**config.mk**
```make
export PLATFORM = sky130hd
export DESIGN_NAME = lbp_sink
export DESIGN_NICKNAME = d
export VERILOG_FILES = /design/src/rtl/lbp_sink.sv
export SDC_FILE = /design/constraint.sdc
export NUM_CORES = 1
export LEC_CHECK = 0
export ABC_AREA = 1
export CELL_PAD_IN_SITES_DETAIL_PLACEMENT = 1
export CELL_PAD_IN_SITES_GLOBAL_PLACEMENT = 2
export CORE_ASPECT_RATIO = 0.8
export CORE_MARGIN = 3
export CORE_UTILIZATION = 40
export CTS_BUF_LIST = sky130_fd_sc_hd__clkbuf_8
export CTS_CLUSTER_DIAMETER = 50
export DETAILED_ROUTE_END_ITERATION = 12
export DONT_BUFFER_PORTS = 1
export GPL_ROUTABILITY_DRIVEN = 1
export MAX_ROUTING_LAYER = met4
export PLACE_DENSITY_LB_ADDON = 0.1
export SETUP_SLACK_MARGIN = 0.15
export SLEW_MARGIN = 10
export SYNTH_ARGS = -nofsm -noshare
export SYNTH_HDL_FRONTEND = slang
export SYNTH_SLANG_ARGS = --single-unit
```
**constraint.sdc**
```tcl
create_clock -name clk -period 9.5 [get_ports clk]
set_input_delay 0.95 -clock clk [delete_from_list [all_inputs] [get_ports clk]]
set_output_delay 0.95 -clock clk [all_outputs]
set_load 0.01 [all_outputs]
```
**src/rtl/lbp_sink.sv**
```systemverilog
// LBP result sink: checks the raster write-address sequence of an LBP
// producer, keeps a write count and checksum, and forwards every accepted
// write through a small first-word-fall-through FIFO to a valid/ready stream.
module lbp_sink #(
  parameter int unsigned FIFO_DEPTH = 8
) (
  input  logic        clk,
  input  logic        reset,
  input  logic        lbp_valid,
  input  logic [13:0] lbp_addr,
  input  logic [7:0]  lbp_data,
  input  logic        finish,
  output logic        out_valid,
  input  logic        out_ready,
  output logic [13:0] out_addr,
  output logic [7:0]  out_data,
  output logic [13:0] wr_count,
  output logic [15:0] checksum,
  output logic        addr_err,
  output logic        overflow,
  output logic        done
);

  localparam int unsigned ADDR_W = 14;
  localparam int unsigned DATA_W = 8;
  localparam int unsigned CSUM_W = 16;
  localparam int unsigned COORD_W = 7;
  localparam int unsigned AW = (FIFO_DEPTH > 1) ? $clog2(FIFO_DEPTH) : 1;
  localparam int unsigned CW = AW + 1;
  localparam logic [ADDR_W-1:0] FIRST_ADDR = ADDR_W'(129);
  localparam logic [COORD_W-1:0] LAST_INNER_X = COORD_W'(126);
  localparam logic [COORD_W-1:0] EDGE_HI = COORD_W'(127);

  typedef struct packed {
    logic [ADDR_W-1:0] addr;
    logic [DATA_W-1:0] data;
  } entry_t;

  typedef enum logic [1:0] {
    ST_IDLE  = 2'd0,
    ST_RUN   = 2'd1,
    ST_DRAIN = 2'd2,
    ST_DONE  = 2'd3
  } state_t;

  state_t             state_q, state_d;
  logic [ADDR_W-1:0]  exp_q, exp_d;
  logic [ADDR_W-1:0]  wr_count_q, wr_count_d;
  logic [CSUM_W-1:0]  checksum_q, checksum_d;
  logic               addr_err_q, addr_err_d;
  logic               overflow_q, overflow_d;
  logic               done_q, done_d;
  logic [AW-1:0]      wr_ptr_q, wr_ptr_d;
  logic [AW-1:0]      rd_ptr_q, rd_ptr_d;
  logic [CW-1:0]      count_q, count_d;
  entry_t             mem_q [FIFO_DEPTH];

  logic               take_c;
  logic               done_wr_c;
  logic               enter_done_c;
  logic               empty_c;
  logic               full_c;
  logic               pop_c;
  logic               push_c;
  logic               drop_c;
  logic               err_c;
  logic [COORD_W-1:0] x_c;
  logic [COORD_W-1:0] y_c;
  entry_t             wr_entry_c;

  // State register
  always_ff @(posedge clk or posedge reset) begin
    if (reset) begin
      state_q <= ST_IDLE;
    end else begin
      state_q <= state_d;
    end
  end

  // Next-state logic; finish takes precedence over the first write in IDLE
  always_comb begin
    state_d = state_q;
    case (state_q)
      ST_IDLE: begin
        if (finish) begin
          state_d = ST_DRAIN;
        end else if (lbp_valid) begin
          state_d = ST_RUN;
        end
      end
      ST_RUN: begin
        if (finish) begin
          state_d = ST_DRAIN;
        end
      end
      ST_DRAIN: begin
        if (empty_c && !lbp_valid) begin
          state_d = ST_DONE;
        end
      end
      ST_DONE: begin
        state_d = ST_DONE;
      end
      default: begin
        state_d = ST_IDLE;
      end
    endcase
  end

  // State-decoded controls: which writes count and when completion is entered
  always_comb begin
    take_c       = 1'b0;
    done_wr_c    = 1'b0;
    enter_done_c = 1'b0;
    case (state_q)
      ST_IDLE, ST_RUN: begin
        take_c = lbp_valid;
      end
      ST_DRAIN: begin
        take_c       = lbp_valid;
        enter_done_c = (state_d == ST_DONE);
      end
      ST_DONE: begin
        done_wr_c = lbp_valid;
      end
      default: begin
        take_c = 1'b0;
      end
    endcase
  end

  // FIFO occupancy flags and push/pop/drop decisions
  always_comb begin
    empty_c = (count_q == CW'(0));
    full_c  = (count_q == CW'(FIFO_DEPTH));
    pop_c   = !empty_c && out_ready;
    push_c  = take_c && (!full_c || pop_c);
    drop_c  = take_c && full_c && !pop_c;
  end

  // Address-sequence and border check plus expected-address resync
  always_comb begin
    x_c   = lbp_addr[COORD_W-1:0];
    y_c   = lbp_addr[ADDR_W-1:COORD_W];
    err_c = 1'b0;
    exp_d = exp_q;
    if (lbp_valid) begin
      err_c = (lbp_addr != exp_q)
            || (x_c == '0) || (x_c == EDGE_HI)
            || (y_c == '0) || (y_c == EDGE_HI)
            || done_wr_c;
      if (x_c == LAST_INNER_X) begin
        exp_d = lbp_addr + ADDR_W'(3);
      end else begin
        exp_d = lbp_addr + ADDR_W'(1);
      end
    end
  end

  // Statistics and sticky flags next values
  always_comb begin
    wr_count_d = wr_count_q;
    checksum_d = checksum_q;
    addr_err_d = addr_err_q | err_c;
    overflow_d = overflow_q | drop_c;
    done_d     = done_q | enter_done_c;
    if (take_c) begin
      wr_count_d = wr_count_q + ADDR_W'(1);
      checksum_d = checksum_q + CSUM_W'(lbp_data);
    end
  end

  // FIFO pointer and occupancy next values
  always_comb begin
    wr_ptr_d   = wr_ptr_q;
    rd_ptr_d   = rd_ptr_q;
    count_d    = count_q;
    wr_entry_c = '{addr: lbp_addr, data: lbp_data};
    if (push_c) begin
      wr_ptr_d = wr_ptr_q + AW'(1);
    end
    if (pop_c) begin
      rd_ptr_d = rd_ptr_q + AW'(1);
    end
    case ({push_c, pop_c})
      2'b10:   count_d = count_q + CW'(1);
      2'b01:   count_d = count_q - CW'(1);
      default: count_d = count_q;
    endcase
  end

  // Checker registers
  always_ff @(posedge clk or posedge reset) begin
    if (reset) begin
      exp_q      <= FIRST_ADDR;
      wr_count_q <= '0;
      checksum_q <= '0;
      addr_err_q <= 1'b0;
      overflow_q <= 1'b0;
      done_q     <= 1'b0;
    end else begin
      exp_q      <= exp_d;
      wr_count_q <= wr_count_d;
      checksum_q <= checksum_d;
      addr_err_q <= addr_err_d;
      overflow_q <= overflow_d;
      done_q     <= done_d;
    end
  end

  // FIFO pointers
  always_ff @(posedge clk or posedge reset) begin
    if (reset) begin
      wr_ptr_q <= '0;
      rd_ptr_q <= '0;
      count_q  <= '0;
    end else begin
      wr_ptr_q <= wr_ptr_d;
      rd_ptr_q <= rd_ptr_d;
      count_q  <= count_d;
    end
  end

  // FIFO storage; cleared on reset so the head reads zero when idle
  always_ff @(posedge clk or posedge reset) begin
    if (reset) begin
      for (int unsigned i = 0; i < FIFO_DEPTH; i++) begin
        mem_q[i] <= '0;
      end
    end else if (push_c) begin
      mem_q[wr_ptr_q] <= wr_entry_c;
    end
  end

  assign out_valid = !empty_c;
  assign out_addr  = mem_q[rd_ptr_q].addr;
  assign out_data  = mem_q[rd_ptr_q].data;
  assign wr_count  = wr_count_q;
  assign checksum  = checksum_q;
  assign addr_err  = addr_err_q;
  assign overflow  = overflow_q;
  assign done      = done_q;

endmodule
```
==> flow_summary.ini, run 1 <==
[run_status]
status = complete, no violations

[critical_path]
cp_data_arrival_time_ns = 2.85
cpMaxStageDelayCell = buf_4
cp-start-kind = register
path_common_cell = nand2_1
crit_path_cell_trace = inv_2 -> buf_4 -> nor2_1 -> o32ai_1 -> nand2_1 -> nand2_1
path_class = reg2out
ff2ff_path_depth = 7
r2r_slack_ns = 6.78
rr_startpoint = state_q[1]$_DFF_PP0_
cp-end-kind = output pin
r2r_end = mem_q[88]$_DFFE_PP0P_
crit_required_ns = 8.55
critical_path.max_stage_delay_ns = 0.61
crit_fanout = 49

[sta]
fin_crit_ns = 3.80
max-slew-margin-rel_pct = 34.1
fin_crit_sh_pct = 39.9
drv_slew = 0
setup_tns_ns = 0
rsz0062_at_grt = false
final_hold_viol_count = 0
whs_ns = 0.367
tightest_slew_ns = 0.988
finalSetupViolations = 0
fmax_mhz = 263
fin_skew_ns = 0.0131

[die]
dieArea_sq_um = 30800
initial_core_util_pct = 41.4
pin_count = 83
fp.dieH_um = 158
die_w_um = 195
fp-row-count = 54
core_sq_um = 27800

[pwr]
power-per-cell-area_nw_per_um2 = 351
power_mw = 4.40
peakVddDrop_mv = 0.146
power_leakage_nw = 6.05

[final_layout]
area_growth_syn_to_layout_pct = 9.25
regArea_sq_um = 5890
drive_gt1_share_pct = 6.87
antennaDiodeCount = 0
n_fill_cell = 3372
final_nets = 1426
multi_input_area_sq_um = 4870

[global_route]
grt_pass1_wl_um = 53700
antenna_found_initial = 0
grt_pass1_vias = 9481
grt_overflow = 0
track_usage_pct = 22.6
grt_max_degree = 107

[flow_run]
maxCapViolations = 0

[yosys]
synth_area_per_cell_sq_um = 8.14
synth_top_family_by_area = simple AND/OR/NAND/NOR gates
ys_ff_latch = 235
ys.flop_type = dfrtp_1
synth.largest_area_cell = dfrtp_1
synth_simple_gate_area_share_pct = 23.4
netlist-cell-type-count = 36
mappedNetlistArea_sq_um = 11500
synth_top_area_share_pct = 50.8
synthesis.nets = 1455
yosys.area_share.xor_xnor_pct = 2.21
synth_edf_count = 0
synth.most_common_cell = nand2_1
synth_commonest_cells = nand2_1, dfrtp_1, nor2_1, o21ai_1, o21ai_0
yosysWarnings = 0
async_flop_share_pct = 100
synth_cells = 1411
synth.area.top_cells = dfrtp_1, nand2_1, o21ai_1
synthMuxAreaShare_pct = 0
synthAdderAreaFrac_pct = 1.98
yosysSeqAreaShare_pct = 51.2
synth_compound_area_share_pct = 14.9

[detailed_routing]
via_per_inst = 5.30
drtPass1Iterations = 5
drc = 0
drt_wl_total_um = 33400
ant_nets = 0
drt_first_iter_violations = 517
dr_total_vias = 9411
post_drt_wl_per_cell_um = 18.8

[clock_tree]
numCtsBuffers = 43
cts_sinks = 235
ctsRootBufferMaster = clkbuf_8
clockBufferDepth = 3
postCtsSetupBuffers = 0
tritoncts = built
cts_max_level = 2
postCtsHoldBufs = 0
cts.repair.resized = 0
clkTransAtPathRegs_ns = 0.06
clock_latency_ns = 0.56

[placement]
dp_hpwl_um = 20500
port_buffers = 0
gp_congestion = 0.768

[min_path]
worstHoldPathType = in2async
-- worst max-delay path by stage --
stage	start	endpoint	slack [ns]	depth (start not counted)
floorplan	reset	addr_err$_DFF_PP0_	2.11	1
global placement	rd_ptr_q[0]$_DFFE_PP0P_	out_addr[12]	6.31	6
detailed placement	rd_ptr_q[0]$_DFFE_PP0P_	out_addr[12]	6.27	6
CTS	rd_ptr_q[0]$_DFFE_PP0P_	out_addr[2]	5.66	6
global route	rd_ptr_q[0]$_DFFE_PP0P_	out_addr[12]	5.48	6
finish	rd_ptr_q[0]$_DFFE_PP0P_	out_addr[2]	5.70	6
-- through the flow --
step | util [%] | cells | instance area (sq um) | setup slack, ns
final | 45.2 | 1775 | 12500 | 5.70
after floorplan | - | 1411 | 11500 | 2.11
after detailed placement | 41.9 | 1701 | 11600 | 6.27
after CTS | 45.2 | 1775 | 12500 | 5.66
after global placement | 41.9 | 1701 | 11600 | 6.31
after global routing | 45.2 | 1775 | 12500 | 5.48
-- critical path, delay by kind of cell, from the launching register on --
family                 cells  cell delay, ns
AND/OR/NAND/NOR            3            0.40
flip-flops                 1            0.40
AO/OA/AOI/OAI              1            0.27
buffers and inverters      2            1.17
-- cells by family (layout without fill, tap and decap cells) --
family	Yosys count	in the layout
AND/OR/NAND/NOR	651	651
buffers and inverters	174	174
flip-flops	235	235
XOR/XNOR	29	29
adder cells (fa/ha/maj)	17	17
AO/OA/AOI/OAI	305	305
-- placed cells by master, fill, tap and decap left out, types with 4 or more instances in the layout --
cell type and n:
clkbuf_8 63, nand4_4 7, nor2_1 184, nand4_1 8, inv_1 90, nand3_1 42, o32ai_1 44, o21ai_1 154
nand2_1 393, clkinv_2 4, o21ai_0 86, dfrtp_1 231, buf_4 8, a21oi_1 10, ha_1 15, o22ai_1 4
xnor2_1 9, a31oi_1 4, xor2_1 20, nor3_1 9
-- registers in the layout (all words and copies together) (netlist names) --
signal and count:
checksum 16, addr_err 1, mem_q 176, wr_ptr_q 3
overflow 1, wr_count 14, state_q 2, done 1
count_q 4, exp_q 14, rd_ptr_q 3
-- area by class of cell --
type,count,share of cell area [%]
multi-input cells,1002,38.8
well taps,364,3.63
clock buffers,63,6.91
repair buffers,8,0.479
clock inverters,11,0.399
inverters,92,2.83
flip-flops and latches,235,46.9
-- where the power goes --
group	internal (mW)	switching, mW
clock	0.581	0.441
sequential	1.44	0.334
combinational	0.553	1.05
-- per-layer routing --
layer  wire, um  vias to the layer above  global-route usage (%)
li1           -                     4565                       -
met1      17700                     4642                    34.1
met2      13800                      158                    31.7
met3       1300                       46                    3.66
met4        553                        0                    5.16
met5          0                        -                       -
Power figures use the tool's default switching activity.
==> run 2: changes to the inputs <==
==> constraint.sdc (replaced) <==
create_clock -name clk -period 3.7 [get_ports clk]
set_input_delay 0.37 -clock clk [delete_from_list [all_inputs] [get_ports clk]]
set_output_delay 0.37 -clock clk [all_outputs]
set_load 0.01 [all_outputs]
==> flow_summary.ini, run 2 (same netlist as run 1, synthesis figures left out) <==
[run_status]
status = complete, no violations

[detailed_routing]
drtPass1Iterations = 5
via_per_inst = 5.27
drt_wl_total_um = 33600
drc = 0
dr_total_vias = 9432
ant_nets = 0
drt_first_iter_violations = 416
post_drt_wl_per_cell_um = 18.8

[sta]
setup_tns_ns = 0
setup_ws_ns = 0.825
fmax_mhz = 348
rsz0062_at_grt = false
final_hold_viol_count = 0
finalSetupViolations = 0
drv_slew = 0
max-slew-margin-rel_pct = 31.8
tightest_slew_ns = 1.02
fin_crit_sh_pct = 77.7
fin_crit_ns = 2.87
fin_skew_ns = 0.0237
whs_ns = 0.0277

[clock_tree]
cts_max_level = 2
cts_sinks = 235
cts.repair.resized = 0
clock_latency_ns = 0.55
clockBufferDepth = 3
tritoncts = built
ctsRootBufferMaster = clkbuf_8
postCtsHoldBufs = 7
postCtsSetupBuffers = 0
clkTransAtPathRegs_ns = 0.06
numCtsBuffers = 42

[pwr]
peakVddDrop_mv = 0.444
power_mw = 11.4
power-per-cell-area_nw_per_um2 = 894
power_leakage_nw = 6.13

[die]
initial_core_util_pct = 41.4
fp.dieH_um = 158
pin_count = 83
core_sq_um = 27800
dieArea_sq_um = 30800
fp-row-count = 54
die_w_um = 195

[critical_path]
critical_path.max_stage_delay_ns = 0.50
cpMaxStageDelayCell = inv_2
cp-end-kind = output pin
path_common_cell = nand2_1
crit_fanout = 58
cp_data_arrival_time_ns = 2.50
crit_path_cell_trace = inv_2 -> buf_12 -> nor2_1 -> o32ai_1 -> nand2_1 -> nand2_1
path_class = reg2out
ff2ff_path_depth = 8
critPathBufInv = 2
crit_cells = 6
cp-start-kind = register
crit_required_ns = 3.33
cp_top_family = buffers and inverters

[flow_run]
maxCapViolations = 0

[min_path]
worstHoldPathType = in2reg
hold_depth = 2

[final_layout]
largest_reg_flops = 176
layout_common_cells = nand2_1, dfrtp_1, nor2_1, o21ai_1, inv_1
top_register = mem_q
n_fill_cell = 3353
drive_gt1_share_pct = 7.01
area_growth_syn_to_layout_pct = 10.7
final_util_pct = 45.8
final_common_cell = nand2_1
antennaDiodeCount = 0
final_nets = 1437

[global_route]
grt_pass1_vias = 9897
grt_pass1_wl_um = 54800
grt_max_degree = 90
track_usage_pct = 22.9
antenna_found_initial = 0
grt_overflow = 0

[placement]
dp_hpwl_um = 21000
dp_slack_ns = 1.05
gp_congestion = 0.794
port_buffers = 0
## run 2: changes by cell type in the layout (fill, tap and decap cells not counted), sizes merged
cell	delta
buf	+5
clkinv	-1
inv	+5
bufinv	+1
clkbuf	-4
dlygate4sd3	+7
clkinvlp	+2
## run 2: layout make-up
cell class / count / area, sq um / area share (%)
Clock buffer: 59 / 812 / 6.39
Clock inverter: 18 / 113 / 0.886
Inverter: 92 / 352 / 2.77
Multi-Input combinational cell: 1002 / 4870 / 38.4
Sequential cell: 235 / 5890 / 46.3
Tap cell: 364 / 455 / 3.58
Timing Repair Buffer: 20 / 218 / 1.71
## run 2: layer usage
| metal | vias up | GRT usage [%] | share of wire [%] |
|---|---|---|---|
| li1 | 4604 | - | - |
| met2 | 136 | 33.8 | 42 |
| met4 | 0 | 4.14 | 1.2 |
| met1 | 4650 | 33.6 | 53 |
| met3 | 42 | 3.79 | 3.7 |
| met5 | - | - | 0 |
## run 2: stage by stage
stage,area [sq um],std cells
2_1_floorplan,11500,1411
3_3_place_gp,11700,1706
3_5_place_dp,11700,1706
4_1_cts,12700,1790
5_1_grt,12700,1790
6_report,12700,1790
## run 2: where the power goes
group | total, mW | internal (mW) | leakage (nW) | switching [mW]
Sequential | 4.50 | 3.70 | 2.92 | 0.805
Clock | 2.62 | 1.49 | 0.515 | 1.13
Combinational | 4.24 | 1.46 | 2.70 | 2.78
Total | 11.4 | 6.65 | 6.13 | 4.71
## run 2: worst paths after layout
check                                        startpoint                      to  slack [ns]
worst max-delay path            rd_ptr_q[0]$_DFFE_PP0P_            out_addr[10]        0.83
worst min-delay path                        lbp_addr[3]    exp_q[3]$_DFFE_PP0P_        0.03
worst max register to register     state_q[1]$_DFF_PP0_   mem_q[94]$_DFFE_PP0P_        1.02
min in group asynchronous                         reset  mem_q[167]$_DFFE_PP0P_        0.48
worst min register to register    mem_q[29]$_DFFE_PP0P_   mem_q[29]$_DFFE_PP0P_        0.48
max in group asynchronous                         reset  mem_q[110]$_DFFE_PP0P_        2.20
## run 2: worst register-to-register path, stage by stage (launching register included)
cell and delay (ns):
dfrtp_1 0.42, nand2_1 0.11, nand2_2 0.20, inv_4 0.27
nand2_4 0.10, inv_2 0.31, nand4_4 0.74, nand2_1 0.29
o21ai_1 0.10
==> run 3: changes to the inputs <==
--- a/config.mk
+++ b/config.mk
@@ -10,7 +10,7 @@
 export CELL_PAD_IN_SITES_GLOBAL_PLACEMENT = 2
 export CORE_ASPECT_RATIO = 0.8
 export CORE_MARGIN = 3
-export CORE_UTILIZATION = 40
+export CORE_UTILIZATION = 36
 export CTS_BUF_LIST = sky130_fd_sc_hd__clkbuf_8
 export CTS_CLUSTER_DIAMETER = 50
 export DETAILED_ROUTE_END_ITERATION = 12
==> constraint.sdc (replaced) <==
create_clock -name clk -period 2.6 [get_ports clk]
set_input_delay 0.26 -clock clk [delete_from_list [all_inputs] [get_ports clk]]
set_output_delay 0.26 -clock clk [all_outputs]
set_load 0.01 [all_outputs]
==> flow_summary.ini, run 3 (same netlist as run 1, synthesis figures left out) <==
[run_status]
status = complete, no violations

[critical_path]
critical_path.max_stage_delay_ns = 0.43
cp_top_family = flip-flops
crit_end = out_addr[10]
crit_path_cell_trace = buf_12 -> nor2_1 -> o32ai_1 -> nand2_1 -> nand2_1
cp-end-kind = output pin
path_class = reg2out
ff2ff_path_depth = 7
path_common_cell = nand2_1
rr_startpoint = count_q[1]$_DFFE_PP0P_
crit_required_ns = 2.34
cpMaxStageDelayCell = dfrtp_2
crit_cells = 5
crit_start = rd_ptr_q[0]$_DFFE_PP0P_
r2r_end = mem_q[120]$_DFFE_PP0P_
cp-start-kind = register
crit_fanout = 68
critPathBufInv = 1
cp_data_arrival_time_ns = 2.04
r2r_slack_ns = 0.40

[final_layout]
antennaDiodeCount = 0
fin_cells = 1863
n_fill_cell = 3724
final_cell_area_sq_um = 13100
area_growth_syn_to_layout_pct = 13.8
top_register = mem_q
final_nets = 1463
layout_common_cells = nand2_1, dfrtp_1, nor2_1, o21ai_1, inv_1
final_common_cell = nand2_1
largest_reg_flops = 176
drive_gt1_share_pct = 7.17

[global_route]
antenna_found_initial = 0
grtUsageMet3_pct = 3.64
grt_pass1_vias = 9989
track_usage_pct = 21.3
grt_max_degree = 91
grt_pass1_wl_um = 56300
top_usage_layer = met1
grt_overflow = 0
met1_usage_pct = 31.7
grt_use_met2_pct = 31.1

[pwr]
clkPwrFrac_pct = 22.3
netSwitchingPower_mw = 6.73
power_leakage_nw = 6.29
seqPwrFrac_pct = 39.1
p_sw_share_pct = 41.2
internal-power_mw = 9.61
peakVddDrop_mv = 0.528
power-per-cell-area_nw_per_um2 = 1250
combPwrFrac_pct = 38.6

[sta]
final_hold_viol_count = 0
tightest_slew_ns = 0.847
setup_tns_ns = 0
fin_crit_sh_pct = 88.4
fin_crit_ns = 2.30
rsz0062_at_grt = false
finalSetupViolations = 0
drv_slew = 0
max-slew-margin-rel_pct = 43.4
fmax_mhz = 435
fin_skew_ns = 0.0197

[die]
pin_count = 83
fp.dieH_um = 166
initial_core_util_pct = 37.2
die_w_um = 206
fp-row-count = 57
core_sq_um = 30900
dieArea_sq_um = 34100

[clock_tree]
numCtsBuffers = 43
cts_sinks = 235
clockBufferDepth = 3
clock_latency_ns = 0.55
cts_max_level = 2
clkTransAtPathRegs_ns = 0.06
postCtsSetupBuffers = 0
tritoncts = built
ctsRootBufferMaster = clkbuf_8

[placement]
placed_area_sq_um = 11900
dp_cells = 1763
port_buffers = 0
gp_congestion = 0.778
dp_hpwl_um = 21400

[detailed_routing]
ant_nets = 0
dr_total_vias = 9518
post_drt_wl_per_cell_um = 18.7
drt_wl_total_um = 34900
drtPass1Iterations = 5
via_per_inst = 5.11
drt_first_iter_violations = 534
drc = 0

[flow_run]
maxCapViolations = 0

[min_path]
worstHoldPathType = in2reg
-- run 3: cell type report --
type	instances	area [sq um]	share of cell area, %
timing repair buffer	45	536	4.10
clock buffer	55	757	5.79
clock inverter	21	135	1.03
multi-input combinational	1002	4880	37.4
inverter	92	358	2.74
sequential	235	5890	45.0
tap	413	517	3.95
-- run 3: worst min-delay path by stage --
| stage | startpoint | endpoint | cells past startpoint |
|---|---|---|---|
| after floorplan | lbp_addr[0] | exp_q[0]$_DFFE_PP1P_ | 1 |
| after global placement | reset | mem_q[145]$_DFFE_PP0P_ | 1 |
| after detailed placement | reset | mem_q[145]$_DFFE_PP0P_ | 1 |
| after CTS | lbp_valid | exp_q[7]$_DFFE_PP1P_ | 3 |
| after global routing | lbp_addr[12] | mem_q[20]$_DFFE_PP0P_ | 3 |
| final | lbp_valid | exp_q[7]$_DFFE_PP1P_ | 3 |
-- run 3: power groups by stage --
stage          clock network [mW]  registers (mW)  logic [mW]
2_1_floorplan                   0            6.09        4.73
3_3_place_gp                    0            6.40        6.12
3_5_place_dp                    0            6.43        6.26
4_1_cts                      3.78            6.39        6.32
5_1_grt                      3.95            6.61        7.26
6_report                     3.65            6.38        6.31
-- run 3: worst reg2reg max path: cells and delay by family, from the launching register on --
kind,cells,cell delay [ns]
AND/OR/NAND/NOR,5,1.31
buffers and inverters,1,0.23
AO/OA/AOI/OAI,1,0.10
flip-flops,1,0.42
-- run 3: timing repair --
item / 4_1_cts / 5_1_grt
resized for setup: 1 / 7
setup endpoints to repair: 12 / 141
hold buffers: 23 / 0
pin swaps: 0 / 1
hold endpoints to repair: 71 / 0
gates cloned: 0 / 1
-- run 3: metal layers --
layer / wire (um) / vias to the layer above / part of all wire [%]
met3: 1450 / 33 / 4.2
met1: 18100 / 4695 / 52
li1: - / 4660 / -
met2: 15000 / 130 / 43
met4: 371 / 0 / 1.1
met5: 0 / - / 0
-- run 3: per-stage QoR --
stage / hold WS [ns] / setup WS, ns / util (%) / power, mW
after global routing: 0.0548 / 0.145 / 42.3 / 17.8
after global placement: 0.229 / 0.301 / 38.5 / 12.5
after detailed placement: 0.226 / 0.248 / 38.5 / 12.7
after floorplan: 0.338 / -0.736 / - / 10.8
final: 0.0512 / 0.302 / 42.3 / 16.3
after CTS: 0.00599 / 0.158 / 42.2 / 16.5
